--- src/rtl/fxp_pkg.sv ---
// ----------------------------------------------------------------------------
// fxp_pkg
//   Shared fixed-point definitions for the datapath arithmetic units.
//   FXP_WIDTH : total word width, sign bit included
//   FXP_FRAC  : fractional bits (binary point is common to all operands)
//   fxp_t     : signed fixed-point word
//   FXP_MAX   : most positive representable value
//   FXP_MIN   : most negative representable value
// ----------------------------------------------------------------------------
package fxp_pkg;
    localparam int FXP_WIDTH = 26;
    localparam int FXP_FRAC  = 16;

    typedef logic signed [FXP_WIDTH-1:0] fxp_t;

    localparam fxp_t FXP_MAX = {1'b0, {(FXP_WIDTH-1){1'b1}}};
    localparam fxp_t FXP_MIN = {1'b1, {(FXP_WIDTH-1){1'b0}}};
endpackage

--- src/rtl/fxp_sat_add.sv ---
// ----------------------------------------------------------------------------
// fxp_sat_add
//   Combinational two's-complement adder with optional saturation.
//   Ports:
//     a   in  WIDTH  operand A, signed
//     b   in  WIDTH  operand B, signed
//     sum out WIDTH  clamped (SATURATE=1) or wrapped (SATURATE=0) sum
// ----------------------------------------------------------------------------
module fxp_sat_add
    import fxp_pkg::*;
#(
    parameter int WIDTH    = FXP_WIDTH,
    parameter bit SATURATE = 1'b1
) (
    input  logic [WIDTH-1:0] a,
    input  logic [WIDTH-1:0] b,
    output logic [WIDTH-1:0] sum
);
    localparam logic [WIDTH-1:0] SAT_MAX = {1'b0, {(WIDTH-1){1'b1}}};
    localparam logic [WIDTH-1:0] SAT_MIN = {1'b1, {(WIDTH-1){1'b0}}};

    logic [WIDTH:0] exact;
    logic           ovf;

    // One guard bit makes the sum exact; the guard bit then carries the true sign.
    assign exact = {a[WIDTH-1], a} + {b[WIDTH-1], b};
    assign ovf   = exact[WIDTH] ^ exact[WIDTH-1];

    always_comb begin
        sum = exact[WIDTH-1:0];
        if (SATURATE && ovf)
            sum = exact[WIDTH] ? SAT_MIN : SAT_MAX;
    end
endmodule

--- src/rtl/fixed_point_adder.sv ---
// ----------------------------------------------------------------------------
// fixed_point_adder
//   Registered saturating fixed-point adder, one cycle latency, one result
//   per clock, no enable or handshake.
//   Ports:
//     clk         in  1      rising-edge clock
//     GlobalReset in  1      asynchronous active-low reset, clears Output_syn
//     Port1       in  WIDTH  operand A, signed
//     Port2       in  WIDTH  operand B, signed
//     Output_syn  out WIDTH  registered sum of the operands sampled last edge
// ----------------------------------------------------------------------------
module fixed_point_adder
    import fxp_pkg::*;
#(
    parameter int WIDTH     = FXP_WIDTH,
    parameter int FRAC_BITS = FXP_FRAC,
    parameter bit SATURATE  = 1'b1
) (
    input  logic             clk,
    input  logic             GlobalReset,
    input  logic [WIDTH-1:0] Port1,
    input  logic [WIDTH-1:0] Port2,
    output logic [WIDTH-1:0] Output_syn
);
    // Binary point is shared by both operands and the result, so FRAC_BITS
    // never enters the arithmetic; it only has to be a sane position.
    generate
        if (FRAC_BITS < 0 || FRAC_BITS >= WIDTH) begin : g_bad_frac
            $error("FRAC_BITS must lie in [0, WIDTH-1]");
        end
    endgenerate

    logic [WIDTH-1:0] sum_nxt;

    fxp_sat_add #(
        .WIDTH    (WIDTH),
        .SATURATE (SATURATE)
    ) u_add (
        .a   (Port1),
        .b   (Port2),
        .sum (sum_nxt)
    );

    always_ff @(posedge clk or negedge GlobalReset) begin
        if (!GlobalReset)
            Output_syn <= '0;
        else
            Output_syn <= sum_nxt;
    end
endmodule

--- config.mk ---
export PLATFORM = sky130hd
export DESIGN_NAME = fixed_point_adder
export DESIGN_NICKNAME = d
export VERILOG_FILES = /design/src/rtl/fxp_pkg.sv /design/src/rtl/fxp_sat_add.sv /design/src/rtl/fixed_point_adder.sv
export SDC_FILE = /design/constraint.sdc
export NUM_CORES = 1
export LEC_CHECK = 0
export ABC_AREA = 1
export CAP_MARGIN = 10
export CORE_MARGIN = 4
export CORE_UTILIZATION = 48
export CTS_CLUSTER_SIZE = 40
export DETAILED_ROUTE_END_ITERATION = 8
export HOLD_SLACK_MARGIN = 0.06
export PLACE_DENSITY = 0.82
export SLEW_MARGIN = 20
export SYNTH_ARGS = -nofsm -noshare
export SYNTH_HDL_FRONTEND = slang
export SYNTH_HIERARCHICAL = 1
export SYNTH_SLANG_ARGS = --single-unit
--- constraint.sdc ---
create_clock -name clk -period 0.8 [get_ports clk]
set_input_delay 0.12 -clock clk [delete_from_list [all_inputs] [get_ports clk]]
set_output_delay 0.12 -clock clk [all_outputs]
set_load 0.005 [all_outputs]
==> flow_metrics.env, run 1 <==
export IMPL_cts_setup_buffers=40
export IMPL_yosysWarnings=6
export IMPL_dpl_hpwl_um=7380
export IMPL_clockBufferDepth=2
export IMPL_numCtsBuffers=3
export IMPL_start_util_pct=50.3
export IMPL_synth_area_leader_cell="dfrtp_1"
export IMPL_dieHeight_um=81.8
export IMPL_synth_area_mm2=0.00262
export IMPL_cts_hold_buf=0
export IMPL_fp_row_count=26
export IMPL_synth_fp_nets=482
export IMPL_status="stopped before the end"
export IMPL_synth_top_area_share_pct=24.9
export IMPL_gp_congestion=0.860
export IMPL_cts_resized=486
export IMPL_netlist_top_cells_area="dfrtp_1 (25%), nand2_1 (22%), ha_1 (12%)"
export IMPL_yosys_register_bits=26
export IMPL_ios=80
export IMPL_synth_cell_types=28
export IMPL_stop_error="[ERROR DPL-0033] detailed placement checks failed during check placement."
export IMPL_dp_cells=634
export IMPL_synth_area_per_cell_um2=6.52
export IMPL_syn_inst=401
export IMPL_yosysSeqAreaShare_pct=24.9
export IMPL_haltStage="clock tree synthesis (4_1_cts)"
export IMPL_htreeDepth=1
export IMPL_die_x_um=81.8
export IMPL_cts_root_buf="clkbuf_8"
export IMPL_cts_sinks=26
export IMPL_portBuffers=79
==> synth_stat cells, drive strengths merged <==
master  number
nand2      165
inv         49
nor2        38
dfrtp       26
ha          26
nand3       23
a21oi       21
xor2        14
o21ai       11
o21bai       9
nand4        4
nor3         4
xnor2        4
buf          3
nand3b       2
and2         1
fa           1
==> kinds of logic after synthesis <==
| kind of cell | after synthesis | share of synthesized area, % |
|---|---|---|
| adder cells (fa/ha/maj) | 27 | 13.2 |
| AO/OA/AOI/OAI | 41 | 8.99 |
| buffers and inverters | 52 | 8.18 |
| XOR/XNOR | 18 | 6.03 |
| flip-flops | 26 | 24.9 |
| AND/OR/NAND/NOR | 237 | 38.7 |
==> through the flow <==
stage | worst slack, ns | instance area, µm² | hold WS (ns) | util, %
after floorplan | -0.779 | 2940 | -0.176 | -
after global placement | -1.41 | 4470 | 0.486 | 85.9
after detailed placement | -1.50 | 4470 | 0.490 | 85.9
==> run 2: changes to the inputs <==
--- a/config.mk
+++ b/config.mk
@@ -8,11 +8,9 @@
 export ABC_AREA = 1
 export CAP_MARGIN = 10
 export CORE_MARGIN = 4
-export CORE_UTILIZATION = 48
-export CTS_CLUSTER_SIZE = 40
+export CORE_UTILIZATION = 35
 export DETAILED_ROUTE_END_ITERATION = 8
-export HOLD_SLACK_MARGIN = 0.06
-export PLACE_DENSITY = 0.82
+export PLACE_DENSITY_LB_ADDON = 0.15
 export SLEW_MARGIN = 20
 export SYNTH_ARGS = -nofsm -noshare
 export SYNTH_HDL_FRONTEND = slang
==> run 2 against run 1 <==
The flow now finishes, with violations (setup timing); area after synthesis unchanged; synthesized cell count unchanged.
==> flow_metrics.env, run 2 <==
export IMPL_status="complete, but fails checks"
export IMPL_violations="setup timing"
export IMPL_synth_fp_nets=482
export IMPL_finalNonFillerCells=703
export IMPL_maxSlewHeadroom_pct=78.3
export IMPL_p_total_w=0.00688
export IMPL_fill_cells=600
export IMPL_crit_chain="buf_6, ha_4, inv_4, nor3_4, nand2_2, nor2_2, nand2_4, nand3_2, nand2_2, nand2_8, clkinv_8, nand2_4, nand2_2, nand2_1"
export IMPL_dp_cells=661
export IMPL_synth_area_leader_cell="dfrtp_1"
export IMPL_post_drt_wl_per_cell_um=12.2
export IMPL_synth_area_mm2=0.00262
export IMPL_gp_congestion=0.824
export IMPL_yosys_register_bits=26
export IMPL_grt_first_pass_wirelength_um=13400
export IMPL_crit_path_max_incr_delay_ns=0.29
export IMPL_synth_top_area_share_pct=24.9
export IMPL_clockBufferDepth=2
export IMPL_rsz0062_at_grt="true"
export IMPL_syn_inst=401
export IMPL_cp_top_family="simple AND/OR/NAND/NOR gates"
export IMPL_synth_ff_type="dfrtp_1"
export IMPL_largest_reg_flops=26
export IMPL_start_util_pct=36.1
export IMPL_dieHeight_um=94.5
export IMPL_drv_slew=0
export IMPL_drtAntennaViolNets=0
export IMPL_cts_tree="built"
export IMPL_tightest_slew_ns=0.325
export IMPL_crit_fanout=5
export IMPL_cp_required_ns=0.99
export IMPL_n_antenna_cell=0
export IMPL_grt_overflow=0
export IMPL_fp_row_count=31
export IMPL_grt_pass1_vias=3072
export IMPL_crit_end="Output_syn[16]"
export IMPL_yosysWarnings=6
export IMPL_core_mm2=0.00725
export IMPL_reg_top3="Output_syn x26"
export IMPL_placed_area_mm2=0.00449
export IMPL_grt_usage_pct=18.7
export IMPL_top_register="Output_syn"
export IMPL_routed_wirelength_um=8590
export IMPL_layout_common_cells="buf_4 (111), nand2_1 (96), buf_2 (59)"
export IMPL_crit_slowest_cell="ha_4"
export IMPL_fin_nets=686
export IMPL_p_leak_nw=2.64
export IMPL_drt_initial_drc_count=106
export IMPL_drive_gt1_share_pct=59.4
export IMPL_async_flop_share_pct=100
export IMPL_vdd_ir_drop_max_uv=703
export IMPL_fin_area_mm2=0.00515
export IMPL_setup_ws_ns=-0.719
export IMPL_cap_violations=0
export IMPL_multi_input_area_mm2=0.00264
export IMPL_grt_max_degree=27
export IMPL_cp_arrival_ns=1.71
export IMPL_cts_sinks=26
export IMPL_ios=80
export IMPL_syn_to_final_growth_pct=97.0
export IMPL_htreeDepth=1
export IMPL_cp_start_kind="input port"
export IMPL_crit_cells=14
export IMPL_yosysSeqAreaShare_pct=24.9
export IMPL_synth_cell_types=28
export IMPL_synth_area_per_cell_um2=6.52
export IMPL_netlist_top_cells_area="dfrtp_1 (25%), nand2_1 (22%), ha_1 (12%)"
export IMPL_layout_min_cycle_time_ns=1.52
export IMPL_yosysMostFrequentCell="nand2_1"
export IMPL_vias_per_cell=4.52
export IMPL_period_share_pct=190
export IMPL_portBuffers=79
export IMPL_crit_buf_inv=3
export IMPL_fin_hold_ws_ns=0.166
export IMPL_synth_common_cells="nand2_1 (153), inv_1 (46), nor2_1 (34)"
export IMPL_synth_edf_count=0
export IMPL_vias=3180
export IMPL_die_area_mm2=0.00892
export IMPL_setup_viol=52
export IMPL_dpl_hpwl_um=6670
export IMPL_cts_root_buf="clkbuf_8"
export IMPL_timing_fmax_ghz=0.658
export IMPL_crit_start="Port2[24]"
export IMPL_cpMostUsedCell="nand2_2"
export IMPL_path_class="in -> reg"
export IMPL_layout_commonest_cell="buf_4"
export IMPL_register_area_um2=651
export IMPL_cellPowerDensity_mw_per_mm2=1330
export IMPL_die_x_um=94.5
export IMPL_hold_viol_final=0
export IMPL_worst_hold_path_type="in -> reg"
export IMPL_antenna_found_initial=0
export IMPL_drc=0
export IMPL_numCtsBuffers=3
export IMPL_setup_worst_path_end_class="flip-flop"
export IMPL_cts_clk_slew_worst_paths_ns=0.07
export IMPL_dr_pass1_iters=4
run 2: worst min path at each step:
stage                 from       endpoint  slack, ns  cells past startpoint
2_1_floorplan  GlobalReset  Output_syn[0]      -0.18                      0
3_3_place_gp   GlobalReset  Output_syn[0]       0.49                      2
3_5_place_dp   GlobalReset  Output_syn[3]       0.49                      2
4_1_cts           Port1[0]  Output_syn[0]       0.16                      4
5_1_grt           Port1[0]  Output_syn[0]       0.17                      4
6_report          Port1[0]  Output_syn[0]       0.17                      4
run 2: final cells by class:
class	count	share of cell area, %
clock buffers	4	1.07
inverters	49	4.10
multi-input cells	327	51.1
well taps	99	2.40
repair buffers	198	28.7
flip-flops and latches	26	12.6
run 2: per-stage QoR:
step	TNS, ns	utilization, %	setup slack [ns]
floorplan	-19.12	-	-0.779
global placement	-38.42	61.9	-1.41
detailed placement	-38.97	61.9	-1.43
CTS	-18.04	68.1	-0.659
global route	-22.84	71.1	-0.823
finish	-19.57	71.1	-0.719
run 2: what timing repair did:
| item | in CTS | in global routing |
|---|---|---|
| hold buffers | 0 | 0 |
| cloned | 3 | 1 |
| endpoints found under the setup margin | 52 | 52 |
| pin swaps | 92 | 34 |
| gates resized for setup | 454 | 30 |
| buffers inserted | 27 | 8 |
| endpoints found under the hold margin | 0 | 0 |
run 2: cells by family after synthesis:
logic type	Yosys count	synth area share [%]
DFF	26	24.9
buffers and inverters	52	8.18
AOI/OAI and AO/OA	41	8.99
xor gates and xnor gates	18	6.03
adders and majority gates	27	13.2
and+or+nand+nor	237	38.7
run 2: report_power, final:
part           internal [W]  switching [W]  total, W  leakage [nW]
clock network      0.000437       0.000317  0.000754        0.0288
logic               0.00221        0.00217   0.00438          2.30
registers           0.00168      0.0000684   0.00175         0.306
run 2: layer usage:
metal	wire, µm	track usage (%)	up-vias
met5	0	0	-
met4	127	3.73	0
met3	354	1.04	13
met2	4220	33.8	73
met1	3880	24.7	1414
li1	-	-	1680
(Power assumes the default switching activity.)
